===== src/rtl/pipe_wb.sv =====
// Write-back stage: result select, 32x32 register file with two async read ports, commit counter.
// Optional WB_BYPASS_EN: write-through bypass of the committing value onto the read ports.
module pipe_wb #(
  parameter int CNT_W = 32
) (
  input  logic             clk,
  input  logic             clrn,
  input  logic             WBwreg,
  input  logic             WBm2reg,
  input  logic [4:0]       WBwn,
  input  logic [31:0]      WBaluResult,
  input  logic [31:0]      WBmemOut,
  input  logic [4:0]       IDrn1,
  input  logic [4:0]       IDrn2,
  output logic [31:0]      IDqa,
  output logic [31:0]      IDqb,
  output logic [31:0]      WBresult,
  output logic             WBcommit,
  output logic [CNT_W-1:0] wbCount
);

  // Register 0 has no storage; it is synthesised as a constant zero on the read side.
  logic [31:0]      rf [1:31];
  logic [CNT_W-1:0] count_reg;

  assign WBresult = WBm2reg ? WBmemOut : WBaluResult;
  assign WBcommit = WBwreg & (WBwn != 5'd0);
  assign wbCount  = count_reg;

  always_ff @(posedge clk or negedge clrn) begin
    if (!clrn) begin
      for (int i = 1; i < 32; i++) begin
        rf[i] <= '0;
      end
    end else if (WBcommit) begin
      rf[WBwn] <= WBresult;
    end
  end

  always_ff @(posedge clk or negedge clrn) begin
    if (!clrn) begin
      count_reg <= '0;
    end else if (WBcommit) begin
      count_reg <= count_reg + CNT_W'(1);
    end
  end

  genvar gi;
  generate
    for (gi = 0; gi < 2; gi++) begin : g_rd
      logic [4:0]  rn;
      logic [31:0] q;

      assign rn = (gi == 0) ? IDrn1 : IDrn2;

      always_comb begin
        q = '0;
        if (rn != 5'd0) begin
          q = rf[rn];
        end
`ifdef WB_BYPASS_EN
        // Bypass is suppressed in reset so the ports read 0 while clrn is low.
        if (clrn && WBcommit && (rn == WBwn)) begin
          q = WBresult;
        end
`endif
      end
    end
  endgenerate

  assign IDqa = g_rd[0].q;
  assign IDqb = g_rd[1].q;

endmodule


===== config.mk =====
export PLATFORM = sky130hd
export DESIGN_NAME = pipe_wb
export DESIGN_NICKNAME = d
export VERILOG_FILES = /design/src/rtl/pipe_wb.sv
export SDC_FILE = /design/constraint.sdc
export NUM_CORES = 2
export LEC_CHECK = 0
export ABC_AREA = 1
export CORE_MARGIN = 8
export CORE_UTILIZATION = 40
export CTS_BUF_LIST = sky130_fd_sc_hd__clkbuf_4
export DETAILED_ROUTE_END_ITERATION = 10
export PLACE_DENSITY = 0.66
export RECOVER_POWER = 50
export SYNTH_ARGS = -nofsm -noshare
export SYNTH_HDL_FRONTEND = slang
export SYNTH_SLANG_ARGS = --single-unit

===== constraint.sdc =====
create_clock -name clk -period 2.7 [get_ports clk]
set_input_delay 0.54 -clock clk [delete_from_list [all_inputs] [get_ports clk]]
set_output_delay 0.54 -clock clk [all_outputs]
set_load 0.005 [all_outputs]

==> impl_results.html <==
<table>
<tr><th>Metric</th><th>Value</th></tr>
<tr><th colspan="2">STA</th></tr>
<tr><td>Worst slew slack as a fraction of its limit</td><td>-0.465</td></tr>
<tr><td>Final Skew</td><td>~0.047 ns</td></tr>
<tr><td>Number of max-slew violations in the final report</td><td>around 170</td></tr>
<tr><td>Final worst setup slack</td><td>-0.489 ns</td></tr>
<tr><td>Fin. Hold Viols</td><td>0</td></tr>
<tr><td>Setup repair after global routing missed its margin</td><td>true</td></tr>
<tr><td>Worst Tran Pin Value</td><td>2.20 ns</td></tr>
<tr><td>Hold slack final</td><td>about 0.082 ns</td></tr>
<tr><td>Setup violations, final</td><td>134</td></tr>
<tr><td>Fin crit share</td><td>1.18</td></tr>
<tr><td>Timing-limited maximum frequency</td><td>between 300 and 400 MHz</td></tr>
<tr><td>Min Tclk post-route</td><td>3.19 ns</td></tr>
<tr><th colspan="2">Floorplanning</th></tr>
<tr><td>Number of top-level design ports</td><td>between 200 and 250</td></tr>
<tr><td>Core ar.</td><td>approximately 0.15 mm^2</td></tr>
<tr><td>Die footprint</td><td>approximately 0.16 mm^2</td></tr>
<tr><td>Starting density of the core</td><td>0.403</td></tr>
<tr><td>Die width</td><td>404 um</td></tr>
<tr><td>Die Ht</td><td>404 um</td></tr>
<tr><td>Num rows</td><td>142</td></tr>
<tr><th colspan="2">Synth</th></tr>
<tr><td>Count of flip-flops with a built-in enable after synthesis</td><td>0</td></tr>
<tr><td>Area share of fa/ha/maj cells after synthesis</td><td>0.000207</td></tr>
<tr><td>Synth Area in Simple Gates</td><td>0.367</td></tr>
<tr><td>Top cells by area in the synthesized netlist</td><td>sky130_fd_sc_hd__dfrtp_1, sky130_fd_sc_hd__nand2_1, sky130_fd_sc_hd__nand3_1</td></tr>
<tr><td>Post-synthesis instance total</td><td>9300</td></tr>
<tr><td>Unique masters post-synth</td><td>28</td></tr>
<tr><td>Post-synthesis share of cell area spent on xor and xnor gates</td><td>0.00261</td></tr>
<tr><td>Fraction of registers with async set/reset</td><td>1.00</td></tr>
<tr><td>Fraction of synthesized cell area taken by the top area cell type</td><td>0.425</td></tr>
<tr><td>Post-synthesis compound-gate area fraction</td><td>0.0983</td></tr>
<tr><td>Most used standard cell by instance count after synthesis</td><td>sky130_fd_sc_hd__nand2_1</td></tr>
<tr><td>Sequential element share of the synthesized area</td><td>0.425</td></tr>
<tr><td>Number of nets produced by synthesis</td><td>about 9400</td></tr>
<tr><td>Post-synthesis cell area</td><td>0.0603 mm^2</td></tr>
<tr><td>List of most frequent post-synthesis cells</td><td>sky130_fd_sc_hd__nand2_1, sky130_fd_sc_hd__nand3_1, sky130_fd_sc_hd__dfrtp_1, sky130_fd_sc_hd__inv_1, sky130_fd_sc_hd__o21ai_0</td></tr>
<tr><td>Register bit total from synthesis</td><td>1024</td></tr>
<tr><td>Leading area contributor after synthesis</td><td>sky130_fd_sc_hd__dfrtp_1</td></tr>
<tr><td>Most used flip-flop cell after synthesis</td><td>sky130_fd_sc_hd__dfrtp_1</td></tr>
<tr><td>Main combinational cell family by area after synthesis</td><td>simple AND/OR/NAND/NOR gates</td></tr>
<tr><td>Average footprint of a synthesized cell</td><td>6.48 um^2</td></tr>
<tr><td>Share of cell area taken by muxes after synthesis</td><td>0</td></tr>
<tr><td>Number of warnings reported in the yosys synthesis log</td><td>0</td></tr>
<tr><th colspan="2">Cells and area</th></tr>
<tr><td>Syn-to-layout area delta</td><td>27.5%</td></tr>
<tr><td>Post-route insts no fill</td><td>12115</td></tr>
<tr><td>Count of nets after finishing</td><td>approximately 10000</td></tr>
<tr><td>Share of final-layout standard cells stronger than drive strength 1</td><td>0.205</td></tr>
<tr><th colspan="2">Critical path</th></tr>
<tr><td>Number of cells on the worst reg-to-reg path</td><td>20</td></tr>
<tr><td>Data required, critical path</td><td>~2.2 ns</td></tr>
<tr><td>Crit path max fanout</td><td>2</td></tr>
<tr><td>Crit path DAT</td><td>2.65 ns</td></tr>
<tr><td>Setup slack of the most critical reg-to-reg path</td><td>0.02 ns</td></tr>
<tr><td>Endpoint class of the critical path</td><td>output pin</td></tr>
<tr><td>Type of the worst setup path</td><td>reg -&gt; out</td></tr>
<tr><td>Startpoint of the lowest-slack register-to-register path</td><td>rf[833]$_DFFE_PN0P_</td></tr>
<tr><td>Worst setup SP type</td><td>register</td></tr>
<tr><td>Endpoint of the worst register-to-register path</td><td>rf[833]$_DFFE_PN0P_</td></tr>
<tr><td>Critical path startpoint</td><td>rf[244]$_DFFE_PN0P_</td></tr>
<tr><th colspan="2">Clocking</th></tr>
<tr><td>CTS tree</td><td>yes</td></tr>
<tr><td>Level count of the clock H-tree</td><td>5</td></tr>
<tr><td>Clock buffer depth</td><td>4</td></tr>
<tr><td>CTS Sinks</td><td>slightly above 1000</td></tr>
<tr><td>TritonCTS Buffers</td><td>a little over 300</td></tr>
<tr><td>Clock transition at the registers of the reported paths</td><td>~0.070 ns</td></tr>
<tr><td>CTS root buffer</td><td>sky130_fd_sc_hd__clkbuf_4</td></tr>
<tr><td>Clk_lat worst skew</td><td>1.31 ns</td></tr>
<tr><th colspan="2">Power</th></tr>
<tr><td>Leak</td><td>about 38 nW</td></tr>
<tr><td>IR Drop Worst-Case VDD</td><td>between 0.5 and 0.6 mV</td></tr>
<tr><td>PD cells</td><td>656 mW/mm^2</td></tr>
<tr><th colspan="2">Global routing</th></tr>
<tr><td>Vias in the first global route</td><td>about 65000</td></tr>
<tr><td>Pin count of the biggest net entering global routing</td><td>around 120</td></tr>
<tr><td>Number of antenna violations at the first check in global routing</td><td>8</td></tr>
<tr><td>Total routing resource utilization after global routing</td><td>0.318</td></tr>
<tr><td>Wire length of the first global-routing pass</td><td>399000 um</td></tr>
<tr><td>Gr ovfl total</td><td>0</td></tr>
<tr><th colspan="2">Hold path</th></tr>
<tr><td>Worst Hold Class</td><td>in -&gt; reg</td></tr>
<tr><td>Number of instances on the worst hold path</td><td>6</td></tr>
<tr><td>Worst hold endpoint</td><td>rf[695]$_DFFE_PN0P_</td></tr>
<tr><td>Critical hold path startpoint</td><td>WBwn[4]</td></tr>
<tr><th colspan="2">Placed design</th></tr>
<tr><td>Pre-CTS worst setup slack</td><td>-0.415 ns</td></tr>
<tr><td>Placed cell count</td><td>about 11000</td></tr>
<tr><td>Detail Placement HPWL</td><td>between 150000 and 200000 um</td></tr>
<tr><td>Final weighted congestion of routability-driven global placement</td><td>~0.95</td></tr>
<tr><td>Number of buffers inserted by port buffering</td><td>roughly 210</td></tr>
<tr><th colspan="2">Detailed routing</th></tr>
<tr><td>Routed vias/inst</td><td>around 5.6</td></tr>
<tr><td>Length of the first detailed-routing pass in iterations</td><td>7</td></tr>
<tr><td>Overall via count from detail_route</td><td>about 68000</td></tr>
<tr><td>Antenna-violating nets left</td><td>0</td></tr>
<tr><td>Routed wire per std cell</td><td>22.2 um</td></tr>
<tr><td>DRC violations left</td><td>0</td></tr>
<tr><td>Initial DRC Count</td><td>9289</td></tr>
<tr><td>Total wire length after detailed routing</td><td>roughly 270000 um</td></tr>
<tr><th colspan="2">Run status</th></tr>
<tr><td>Violated checks</td><td>max-capacitance violations, max-slew violations, negative setup slack</td></tr>
<tr><td>Run status</td><td>finished, violations left</td></tr>
<tr><th colspan="2">Job</th></tr>
<tr><td>Max-capacitance violation count</td><td>6</td></tr>
</table>
## metal layers
metal | up-vias | global-route usage | wire length (um)
met1 | 31770 | 0.413 | 101000
met2 | 4818 | 0.460 | 112000
li1 | 30330 | - | -
met5 | - | 0 | 34
met3 | 1038 | 0.0821 | 35100
met4 | 4 | 0.221 | 21300
## how the worst max path moves through the flow
stage                     slack (ns)  cells after the start       end
final                          -0.49                      8  IDqa[20]
after global routing           -0.58                     12  IDqb[13]
after CTS                      -0.55                     12  IDqb[13]
after detailed placement       -0.42                     13  IDqb[14]
after global placement         -0.45                     14  IDqb[17]
after floorplan                 0.44                     12   IDqb[2]
## cell families (layout without fill, tap and decap cells)
group | after synthesis | in the layout
AOI/OAI and AO/OA | 1184 | 1184
xor gates and xnor gates | 18 | 18
adders and majority gates | 1 | 1
buffers and inverters | 1650 | 2429
DFF | 1024 | 1024
other | 0 | 20
and+or+nand+nor | 5423 | 5423
## what timing repair did
action,4_1_cts,5_1_grt
hold endpoints to repair,1024,0
gates cloned,2,0
hold buffers,2,0
gates resized for setup,820,437
setup endpoints to repair,115,78
pin swaps,263,282
buffers inserted,136,71
## power breakdown
group	internal [W]	switching, W	leakage (nW)
combinational	0.00589	0.00915	24.0
sequential	0.0189	0.00211	11.9
clock	0.00718	0.00721	2.08
## cell usage in the layout, fill, tap and decap left out, types with 105 or more instances in the layout
master,instances
sky130_fd_sc_hd__a21oi_1,272
sky130_fd_sc_hd__buf_12,241
sky130_fd_sc_hd__buf_4,426
sky130_fd_sc_hd__buf_6,105
sky130_fd_sc_hd__clkbuf_4,426
sky130_fd_sc_hd__dfrtp_1,1012
sky130_fd_sc_hd__inv_1,706
sky130_fd_sc_hd__inv_2,268
sky130_fd_sc_hd__nand2_1,3608
sky130_fd_sc_hd__nand2_2,168
sky130_fd_sc_hd__nand3_1,984
sky130_fd_sc_hd__nand3_2,239
sky130_fd_sc_hd__nor2_1,287
sky130_fd_sc_hd__o21ai_0,876
## critical path: stages, from the launching register on
cell and delay [ns]:
sky130_fd_sc_hd__dfrtp_1 0.42, sky130_fd_sc_hd__buf_4 0.15, sky130_fd_sc_hd__nor2_1 0.08, sky130_fd_sc_hd__a21oi_1 0.07, sky130_fd_sc_hd__nand3_1 0.09, sky130_fd_sc_hd__nand3_2 0.09
sky130_fd_sc_hd__nand3_4 0.13, sky130_fd_sc_hd__nand2_4 0.11, sky130_fd_sc_hd__buf_6 0.14
## sequential cells by signal, indices dropped and copies added (netlist names)
| register | flops |
|---|---|
| rf | 992 |
| wbCount | 32 |
## through the flow
stage	total power [W]	TNS (ns)	cell area [um^2]	util
after global placement	0.0336	-20.19	69900	0.467
after detailed placement	0.0339	-20.70	69900	0.467
after CTS	0.0494	-26.64	75500	0.504
after global routing	0.0533	-39.83	76900	0.513
after floorplan	0.0285	0	60300	-
final	0.0505	-27.47	76900	0.513
## final cells by class
type	instances	area [um^2]
timing repair buffer	965	10900
tap	2016	2520
clock buffer	418	3140
antenna	20	50.0
multi-input combinational	6626	30600
clock inverter	69	295
inverter	977	3710
sequential	1024	25600
fill	14497	72900
(Power assumes the default switching activity.)
